## src/rtl/blink_pkg.sv

```systemverilog
// blink_pkg: state encoding and default tick constants for the blink-code arbiter.
package blink_pkg;
  typedef enum logic [1:0] {IDLE, ON, OFF, GAP} state_t;
  localparam int DEF_ON_TICKS = 1200000;
  localparam int DEF_OFF_TICKS = 2400000;
  localparam int DEF_GAP_TICKS = 12000000;
  function automatic int max3(input int a, input int b, input int c);
    return (a > b ? a : b) > c ? (a > b ? a : b) : c;
  endfunction
endpackage

```

## src/rtl/tick_timer.sv

```systemverilog
// tick_timer: loadable down-counter that parks at zero and flags done there.
module tick_timer #(
  parameter int W = 24
) (
  input  logic         CLK,
  input  logic         RST,
  input  logic         load,
  input  logic [W-1:0] load_val,
  output logic         done
);
  logic [W-1:0] cnt;
  always_ff @(posedge CLK or posedge RST)
    if (RST) cnt <= '0;
    else if (load) cnt <= load_val;
    else if (cnt != '0) cnt <= cnt - W'(1);
  assign done = cnt == '0;
endmodule

```

## src/rtl/blink_code_arbiter.sv

```systemverilog
// blink_code_arbiter: round-robin shares one green LED, blinking each winner's pulse-count code.
module blink_code_arbiter
  import blink_pkg::*;
#(
  parameter int NREQ = 3,
  parameter int CNT_W = 4,
  parameter int PULSE_ON_TICKS = DEF_ON_TICKS,
  parameter int PULSE_OFF_TICKS = DEF_OFF_TICKS,
  parameter int GAP_TICKS = DEF_GAP_TICKS
) (
  input  logic                  CLK,
  input  logic                  RST,
  input  logic [NREQ-1:0]       REQ,
  input  logic [NREQ*CNT_W-1:0] CODE,
  output logic [NREQ-1:0]       ACK,
  output logic [NREQ-1:0]       GNT,
  output logic                  BUSY,
  output logic                  LEDG_N
);
  localparam int TMAX = max3(PULSE_ON_TICKS, PULSE_OFF_TICKS, GAP_TICKS);
  localparam int TW = TMAX > 1 ? $clog2(TMAX) : 1;
  localparam int PW = NREQ > 1 ? $clog2(NREQ) : 1;
  localparam logic [TW-1:0] ON_LD = TW'(PULSE_ON_TICKS - 1);
  localparam logic [TW-1:0] OFF_LD = TW'(PULSE_OFF_TICKS - 1);
  localparam logic [TW-1:0] GAP_LD = TW'(GAP_TICKS - 1);
  if (PULSE_ON_TICKS < 1 || PULSE_OFF_TICKS < 1 || GAP_TICKS < 1) begin : g_bad_ticks
    $error("blink_code_arbiter: tick parameters must be at least 1");
  end
  state_t state;
  logic [CNT_W-1:0] rem, win_code;
  logic [PW-1:0] ptr, win, next_ptr;
  logic [NREQ-1:0] win_oh;
  logic found, load, done;
  logic [TW-1:0] ld_val;
  always_comb begin
    win = '0;
    found = 1'b0;
    for (int k = 0; k < NREQ; k++)
      if (!found && REQ[(int'(ptr) + k) % NREQ]) begin
        win = PW'((int'(ptr) + k) % NREQ);
        found = 1'b1;
      end
  end
  assign win_code = CODE[win*CNT_W +: CNT_W];
  assign win_oh = NREQ'(1) << win;
  assign next_ptr = win == PW'(NREQ - 1) ? '0 : win + PW'(1);
  // Timer is reloaded on the same edge that moves the state register.
  assign load = (state == IDLE && |REQ) || ((state == ON || state == OFF) && done);
  assign ld_val = state == IDLE ? (win_code != '0 ? ON_LD : GAP_LD) :
                  state == ON   ? (rem == CNT_W'(1) ? GAP_LD : OFF_LD) : ON_LD;
  tick_timer #(.W(TW)) u_timer (
    .CLK(CLK), .RST(RST), .load(load), .load_val(ld_val), .done(done)
  );
  always_ff @(posedge CLK or posedge RST) begin
    if (RST) begin
      state <= IDLE;
      rem <= '0;
      ptr <= '0;
      ACK <= '0;
      GNT <= '0;
      BUSY <= 1'b0;
      LEDG_N <= 1'b1;
    end else begin
      ACK <= '0;
      case (state)
        IDLE: if (|REQ) begin
          state <= win_code != '0 ? ON : GAP;
          rem <= win_code;
          ptr <= next_ptr;
          ACK <= win_oh;
          GNT <= win_oh;
          BUSY <= 1'b1;
          LEDG_N <= win_code == '0;
        end
        ON: if (done) begin
          rem <= rem - CNT_W'(1);
          state <= rem == CNT_W'(1) ? GAP : OFF;
          LEDG_N <= 1'b1;
        end
        OFF: if (done) begin
          state <= ON;
          LEDG_N <= 1'b0;
        end
        GAP: if (done) begin
          state <= IDLE;
          GNT <= '0;
          BUSY <= 1'b0;
        end
        default: state <= IDLE;
      endcase
    end
  end
endmodule

```

## config.mk

```make
export PLATFORM = sky130hd
export DESIGN_NAME = blink_code_arbiter
export DESIGN_NICKNAME = d
export VERILOG_FILES = /design/src/rtl/blink_pkg.sv /design/src/rtl/tick_timer.sv /design/src/rtl/blink_code_arbiter.sv
export SDC_FILE = /design/constraint.sdc
export NUM_CORES = 1
export LEC_CHECK = 0
export CORE_MARGIN = 1
export CORE_UTILIZATION = 31
export DETAILED_ROUTE_END_ITERATION = 12
export GPL_TIMING_DRIVEN = 0
export HOLD_SLACK_MARGIN = 0.05
export PLACE_DENSITY = 0.48
export SETUP_SLACK_MARGIN = 0.15
export SLEW_MARGIN = 10
export SYNTH_ARGS = -nofsm -noshare
export SYNTH_HDL_FRONTEND = slang
export SYNTH_SLANG_ARGS = --single-unit
export TNS_END_PERCENT = 5
```

## constraint.sdc

```tcl
create_clock -name CLK -period 3.65 [get_ports CLK]
set_input_delay 0.365 -clock CLK [delete_from_list [all_inputs] [get_ports CLK]]
set_output_delay 0.365 -clock CLK [all_outputs]
set_load 0.005 [all_outputs]
```

==> results of run 1 <==
==> flip-flops by register name, indices dropped and copies added (netlist names) <==
name	cells
u_timer.cnt	24
LEDG_N	1
ptr	2
BUSY	1
GNT	3
state	2
ACK	3
rem	4
==> power by group through the flow <==
stage,registers (W),clock network [W],logic (W)
6_report,0.000447,0.000406,0.0000725
3_3_place_gp,0.000455,0,0.0000690
3_5_place_dp,0.000456,0,0.0000730
4_1_cts,0.000447,0.000412,0.0000734
5_1_grt,0.000447,0.000429,0.0000800
2_1_floorplan,0.000455,0,0.0000378
==> routing by layer <==
layer / wire length, um / up-vias / part of all wire [%] / global-route usage [%]
met3: 113 / 5 / 1.9 / 2.28
met4: 39 / 0 / 0.64 / 4.23
met2: 2690 / 19 / 44 / 23.5
li1: - / 1087 / - / -
met1: 3240 / 1002 / 53 / 21.2
met5: 0 / - / 0 / 0
==> cell usage after synthesis, drive strengths merged, types with 5 or more instances <==
master | instances | area [sq um]
dfrtp | 39 | 976
nor2 | 21 | 78.8
o21ai | 19 | 95.1
nand2 | 18 | 67.6
inv | 17 | 63.8
xnor2 | 14 | 123
a21oi | 12 | 60.1
ha | 12 | 150
nor3 | 12 | 60.1
nand3 | 10 | 55.1
clkbuf | 9 | 33.8
or3 | 9 | 56.3
nor4 | 8 | 65.1
and3 | 6 | 37.5
mux2i | 6 | 60.1
a31oi | 5 | 37.5
o22ai | 5 | 31.3
==> final cells by class <==
class	instances	area [sq um]	share of cell area, %
clock buffers	7	96.3	3.12
flip-flops and latches	40	1000	32.5
multi-input cells	212	1450	47.0
repair buffers	25	260	8.44
plain buffers	13	55.1	1.79
inverters	17	63.8	2.07
clock inverters	1	30.0	0.974
well taps	102	128	4.14
==> cell families (layout without fill, tap and decap cells) <==
kind of cell / count (synthesis) / count (layout) / share of synthesized area (%)
adders and majority gates: 12 / 12 / 5.84
xor gates and xnor gates: 17 / 17 / 5.80
buffers and inverters: 30 / 63 / 4.63
and+or+nand+nor: 104 / 104 / 21.8
AOI/OAI and AO/OA: 70 / 70 / 19.3
DFF: 40 / 40 / 39.0
muxes: 9 / 9 / 3.65
==> cell usage in the layout (no fill, tap or decap), types with 2 or more instances in the layout <==
cell / netlist / routed
mux2i_1: 6 / 6
nor2_1: 21 / 21
inv_1: 16 / 15
buf_2: 2 / 2
nor4b_1: 2 / 2
nand3_1: 9 / 9
a31oi_1: 4 / 4
a21o_1: 2 / 2
nand2b_1: 4 / 4
ha_1: 12 / 12
nor3_1: 12 / 12
inv_2: 1 / 2
and2_1: 3 / 3
or2_2: 2 / 2
and3_1: 6 / 6
o41ai_1: 2 / 2
nand2_1: 18 / 18
o22ai_1: 5 / 5
nor2b_1: 3 / 3
dfrtp_1: 39 / 39
or3_1: 9 / 9
a21oi_1: 12 / 12
nand4_1: 2 / 2
a311oi_1: 2 / 2
a22o_1: 4 / 4
xor2_1: 3 / 3
o21ai_0: 18 / 18
clkbuf_8: 0 / 7
nor4_1: 7 / 7
xnor2_1: 14 / 14
clkbuf_1: 9 / 9
mux2_2: 3 / 3
clkdlybuf4s50_1: 0 / 24
o2bb2ai_1: 3 / 3
==> how the worst min path moves through the flow <==
stage,end,slack [ps],cells after the start
floorplan,LEDG_N,450,2
global placement,LEDG_N,470,2
detailed placement,LEDG_N,460,2
CTS,ACK[2],300,2
global route,ACK[0],310,2
finish,ACK[0],290,2
==> per-stage QoR <==
stage | setup WS (ps) | total power, W
global placement | 433 | 0.000524
CTS | 490 | 0.000932
finish | 457 | 0.000925
detailed placement | 438 | 0.000529
floorplan | 955 | 0.000493
global route | 255 | 0.000956
==> results.json, run 1 <==
{
  "cp-startpoint": "ptr[1]",
  "slowest_delay_ps": 540,
  "r2r_setup_slack_ps": 460,
  "cp_common_cell": "mux2_2",
  "critPathKind": "flop to flop",
  "antennaDiodeCount": 0,
  "dp.cells": 409,
  "grt_max_degree": 33,
  "grt_overflow": 0,
  "first_iter_violations": 97,
  "syn_area_per_cell_sq_um": 9.11,
  "final_util_pct": 39.1,
  "rsz0062_at_grt": "no",
  "p_int_w": 0.000721,
  "ir_drop_mv": 0.115,
  "ctsRootBufferMaster": "clkbuf_8",
  "cts.clk_slew.worst_paths_ps": 80,
  "timing.hold.ws_ps": 292,
  "gp_congestion": 0.784,
  "hpwl_um": 4470,
  "cts_sinks": 40,
  "min_period_ps": 3190,
  "p_seq_share_pct": 48.3,
  "num_rows": 32,
  "first_pass_iters": 4,
  "r2r_end": "u_timer.cnt[21]",
  "htreeDepth": 2,
  "hold_viol": 0,
  "port_buffers": 24,
  "fillers": 783,
  "synth_edf_count": 0,
  "synth_nets": 311,
  "synth-seq-cells": 40,
  "tritoncts": "done",
  "cts_buffer_depth": 2,
  "path_cells": "inv_1 -> ha_1 -> buf_2 -> mux2_2 -> mux2_2 -> a311oi_1 -> o221ai_1 -> o221a_2 -> a31oi_2 -> o22ai_1",
  "drive_gt1_share_pct": 8.89,
  "grtUsageTotal_pct": 15.0,
  "post-route-drc-count": 0,
  "r2r_start": "ptr[1]",
  "dpl_cell_area_sq_um": 2960,
  "via_per_inst": 5.07,
  "crit_path_end_kind": "flop",
  "synth-main-ff-cell": "dfrtp_1",
  "synthArstFlopShare_pct": 100,
  "fin_nets": 343,
  "required_ps": 3810,
  "cts_buffers": 5,
  "coreArea_sq_um": 7890,
  "p_leak_nw": 1.29,
  "cp_top_family": "compound AO/OA/AOI/OAI gates",
  "design_area_sq_um": 3080,
  "crit_path_max_fanout": 10,
  "critPathBufInv": 2,
  "cts_resized": 0,
  "fp.dieH_um": 93.0,
  "crit_arrival_ps": 3350,
  "antenna_found_initial": 0,
  "tns_ps": 0,
  "worst_pin_slew_ps": 867,
  "fmax_mhz": 313,
  "rr_worst_depth": 10,
  "synthDistinctLibCells": 59,
  "max-cap-violations": 0,
  "period_share_pct": 87.5,
  "crit_end": "u_timer.cnt[21]",
  "netSwitchingFraction_pct": 22.1,
  "p_per_area_nw_per_um2": 300,
  "synthesis.area_sq_um": 2570,
  "grt_pass1_wl_um": 10100,
  "switchingPower_w": 0.000204,
  "synth_warnings": 0,
  "setup_viol": 0,
  "relSlewSlack_pct": 41.8,
  "start_util_pct": 32.6,
  "min_path_type": "primary input to asynchronous set/reset pin",
  "ant_nets": 0,
  "die_w_um": 93.0,
  "wl_per_cell_um": 14.6,
  "status": "finished clean",
  "slowest_stage": "a311oi_1",
  "grt_pass1_vias": 2039,
  "vias": 2113,
  "dieArea_sq_um": 8650,
  "drv_slew": 0,
  "worst-path-stages": 10,
  "clock_skew_ps": 5.63,
  "drt-total-wl_um": 6080,
  "cts_setup_buffers": 0,
  "yosysSeqAreaShare_pct": 39.0,
  "p_comb_share_pct": 7.8,
  "io_pins": 25,
  "ctsHoldBuffers": 0,
  "synthCells": 282,
  "clkPwrFrac_pct": 43.9,
  "startpoint_type": "flop",
  "final_cells": 417,
  "clk_latency_ps": 300,
  "area_growth_pct": 20.0
}
No activity file was read; power rests on OpenSTA's default activity.
==> run 2, diff against run 1 <==
--- a/config.mk
+++ b/config.mk
@@ -5,6 +5,7 @@
 export SDC_FILE = /design/constraint.sdc
 export NUM_CORES = 1
 export LEC_CHECK = 0
+export ABC_CLOCK_PERIOD_IN_PS = 3650
 export CORE_MARGIN = 1
 export CORE_UTILIZATION = 31
 export DETAILED_ROUTE_END_ITERATION = 12
==> results of run 2 <==
The final DEF is identical to that of run 1; final timing and power are the same.
==> run 3, diff against run 2 <==
--- a/config.mk
+++ b/config.mk
@@ -12,6 +12,7 @@
 export GPL_TIMING_DRIVEN = 0
 export HOLD_SLACK_MARGIN = 0.05
 export PLACE_DENSITY = 0.48
+export REMOVE_ABC_BUFFERS = 1
 export SETUP_SLACK_MARGIN = 0.15
 export SLEW_MARGIN = 10
 export SYNTH_ARGS = -nofsm -noshare
==> run 3 against run 2 <==
  * Combinational power is 5.2% lower
  * Clock skew is 3.2 ps higher
  * Fmax is 0.97% higher
  * First-iteration DRC count is 15% lower
  * Global-route usage is 0.20 points higher
  * Hold slack better by 96 ps
  * Utilization is 1.3 points lower
  * Sequential power hardly changed
  * Clock power is 30% lower
  * Sequential share of layout area is 1.1 points higher
  * Wire length is 4.7% lower
  * Via count is 2.6% lower
==> results.json, run 3 (same netlist as run 1, synthesis figures left out) <==
{
  "setup_viol": 0,
  "status": "finished clean",
  "grt_max_degree": 24,
  "via_per_inst": 5.11,
  "ir_drop_mv": 0.123,
  "crit_path_max_fanout": 13,
  "fin_nets": 330,
  "post-route-drc-count": 0,
  "p_total_w": 0.000799,
  "cts_resized": 0,
  "pre_cts_ws_ps": 151,
  "wl_per_cell_um": 14.4,
  "p_per_area_nw_per_um2": 268,
  "clock_skew_ps": 8.85,
  "critPathBufInv": 0,
  "io_pins": 25,
  "cts_sinks": 40,
  "hold_viol": 0,
  "regArea_sq_um": 1000,
  "timing.hold.ws_ps": 388,
  "final_common_cell": "dfrtp_1",
  "rsz0062_at_grt": "no",
  "p_leak_nw": 1.24,
  "reg_top3": "u_timer.cnt: 24 flops, rem: 4 flops",
  "ctsHoldBuffers": 0,
  "min_path_type": "primary input to asynchronous set/reset pin",
  "port_buffers": 24,
  "max-cap-violations": 0,
  "ant_nets": 0,
  "htreeDepth": 2,
  "antennaDiodeCount": 0,
  "path_cells": "or4_4 -> nor4_4 -> nand3_2 -> o21ai_1 -> and3_1 -> a21oi_1 -> and2_1",
  "cts.clk_slew.worst_paths_ps": 80,
  "ctsRootBufferMaster": "clkbuf_8",
  "dieArea_sq_um": 8650,
  "layout_common_cells": "dfrtp_1 (39), clkdlybuf4s50_1 (24), nor2_1 (20)",
  "start_util_pct": 32.6,
  "crit_path_end_kind": "flop",
  "vias": 2059,
  "largest_register_ffs": 24,
  "drt-total-wl_um": 5800,
  "drv_slew": 0,
  "relSlewSlack_pct": 41.0,
  "first_pass_iters": 4,
  "cts_buffer_depth": 2,
  "first_iter_violations": 82,
  "cp_top_family": "simple AND/OR/NAND/NOR gates",
  "slowest_delay_ps": 670,
  "die_w_um": 93.0,
  "min_period_ps": 3160,
  "multi_input_area_sq_um": 1450,
  "crit_arrival_ps": 3350,
  "required_ps": 3840,
  "coreArea_sq_um": 7890,
  "clk_latency_ps": 290,
  "antenna_found_initial": 0,
  "fmax_mhz": 316,
  "gp_congestion": 0.778,
  "cts_buffers": 5,
  "startpoint_type": "flop",
  "grt_overflow": 0,
  "tritoncts": "done",
  "drive_gt1_share_pct": 7.97,
  "tns_ps": 0,
  "grt_pass1_wl_um": 10300,
  "grt_pass1_vias": 2004,
  "critPathKind": "flop to flop",
  "hpwl_um": 4220,
  "fillers": 798,
  "num_rows": 32,
  "cts_setup_buffers": 0,
  "area_growth_pct": 16.1,
  "fp.dieH_um": 93.0,
  "top_register": "u_timer.cnt",
  "setup_ws_ps": 488,
  "slowest_stage": "o21ai_1",
  "worst_pin_slew_ps": 879,
  "period_share_pct": 86.6,
  "grtUsageTotal_pct": 15.1
}
[run 3: final cells by class]
type	count	share of cell area (%)
multi-input cells	212	48.6
flip-flops and latches	40	33.6
repair buffers	25	8.73
well taps	102	4.28
clock buffers	6	2.43
inverters	17	2.14
clock inverters	1	0.168
[run 3: worst register-to-register path, cell delays in order (launching register included)]
cell and delay, ps:
dfrtp_1 440, or4_4 590, nor4_4 450, nand3_2 370
o21ai_1 670, and3_1 320, a21oi_1 50, and2_1 160
[run 3: layer usage]
layer | track usage [%] | vias to the layer above | share of wire [%]
met5 | 0 | - | 0
met4 | 4.23 | 0 | 1.2
met3 | 2.52 | 5 | 3.3
met2 | 22.6 | 27 | 43
met1 | 22.4 | 961 | 52
li1 | - | 1066 | -
[run 3: through the flow]
step                      area [sq um]  utilization [%]  std cells
after floorplan                   2510                -        269
after CTS                         2980             37.8        403
after global placement            2880             36.5        395
after global routing              2980             37.8        403
final                             2980             37.8        403
after detailed placement          2900             36.8        396
[run 3: final timing paths]
kind	start	endpoint	slack (ps)	depth (start not counted)
worst min register to register	LEDG_N	LEDG_N	470	2
max in group asynchronous	RST	LEDG_N	2720	3
min in group CLK	LEDG_N	LEDG_N	470	2
worst min-delay path	RST	u_timer.cnt[13]	390	2
worst max-delay path	u_timer.cnt[4]	u_timer.cnt[10]	490	7
worst max register to register	u_timer.cnt[4]	u_timer.cnt[10]	490	7
[run 3: power breakdown]
part / internal, W / total [W] / leakage [nW] / switching [W]
combinational: 0.0000330 / 0.0000687 / 0.724 / 0.0000357
sequential: 0.000445 / 0.000447 / 0.479 / 0.00000171
clock: 0.000130 / 0.000284 / 0.0410 / 0.000154
total: 0.000608 / 0.000799 / 1.24 / 0.000191
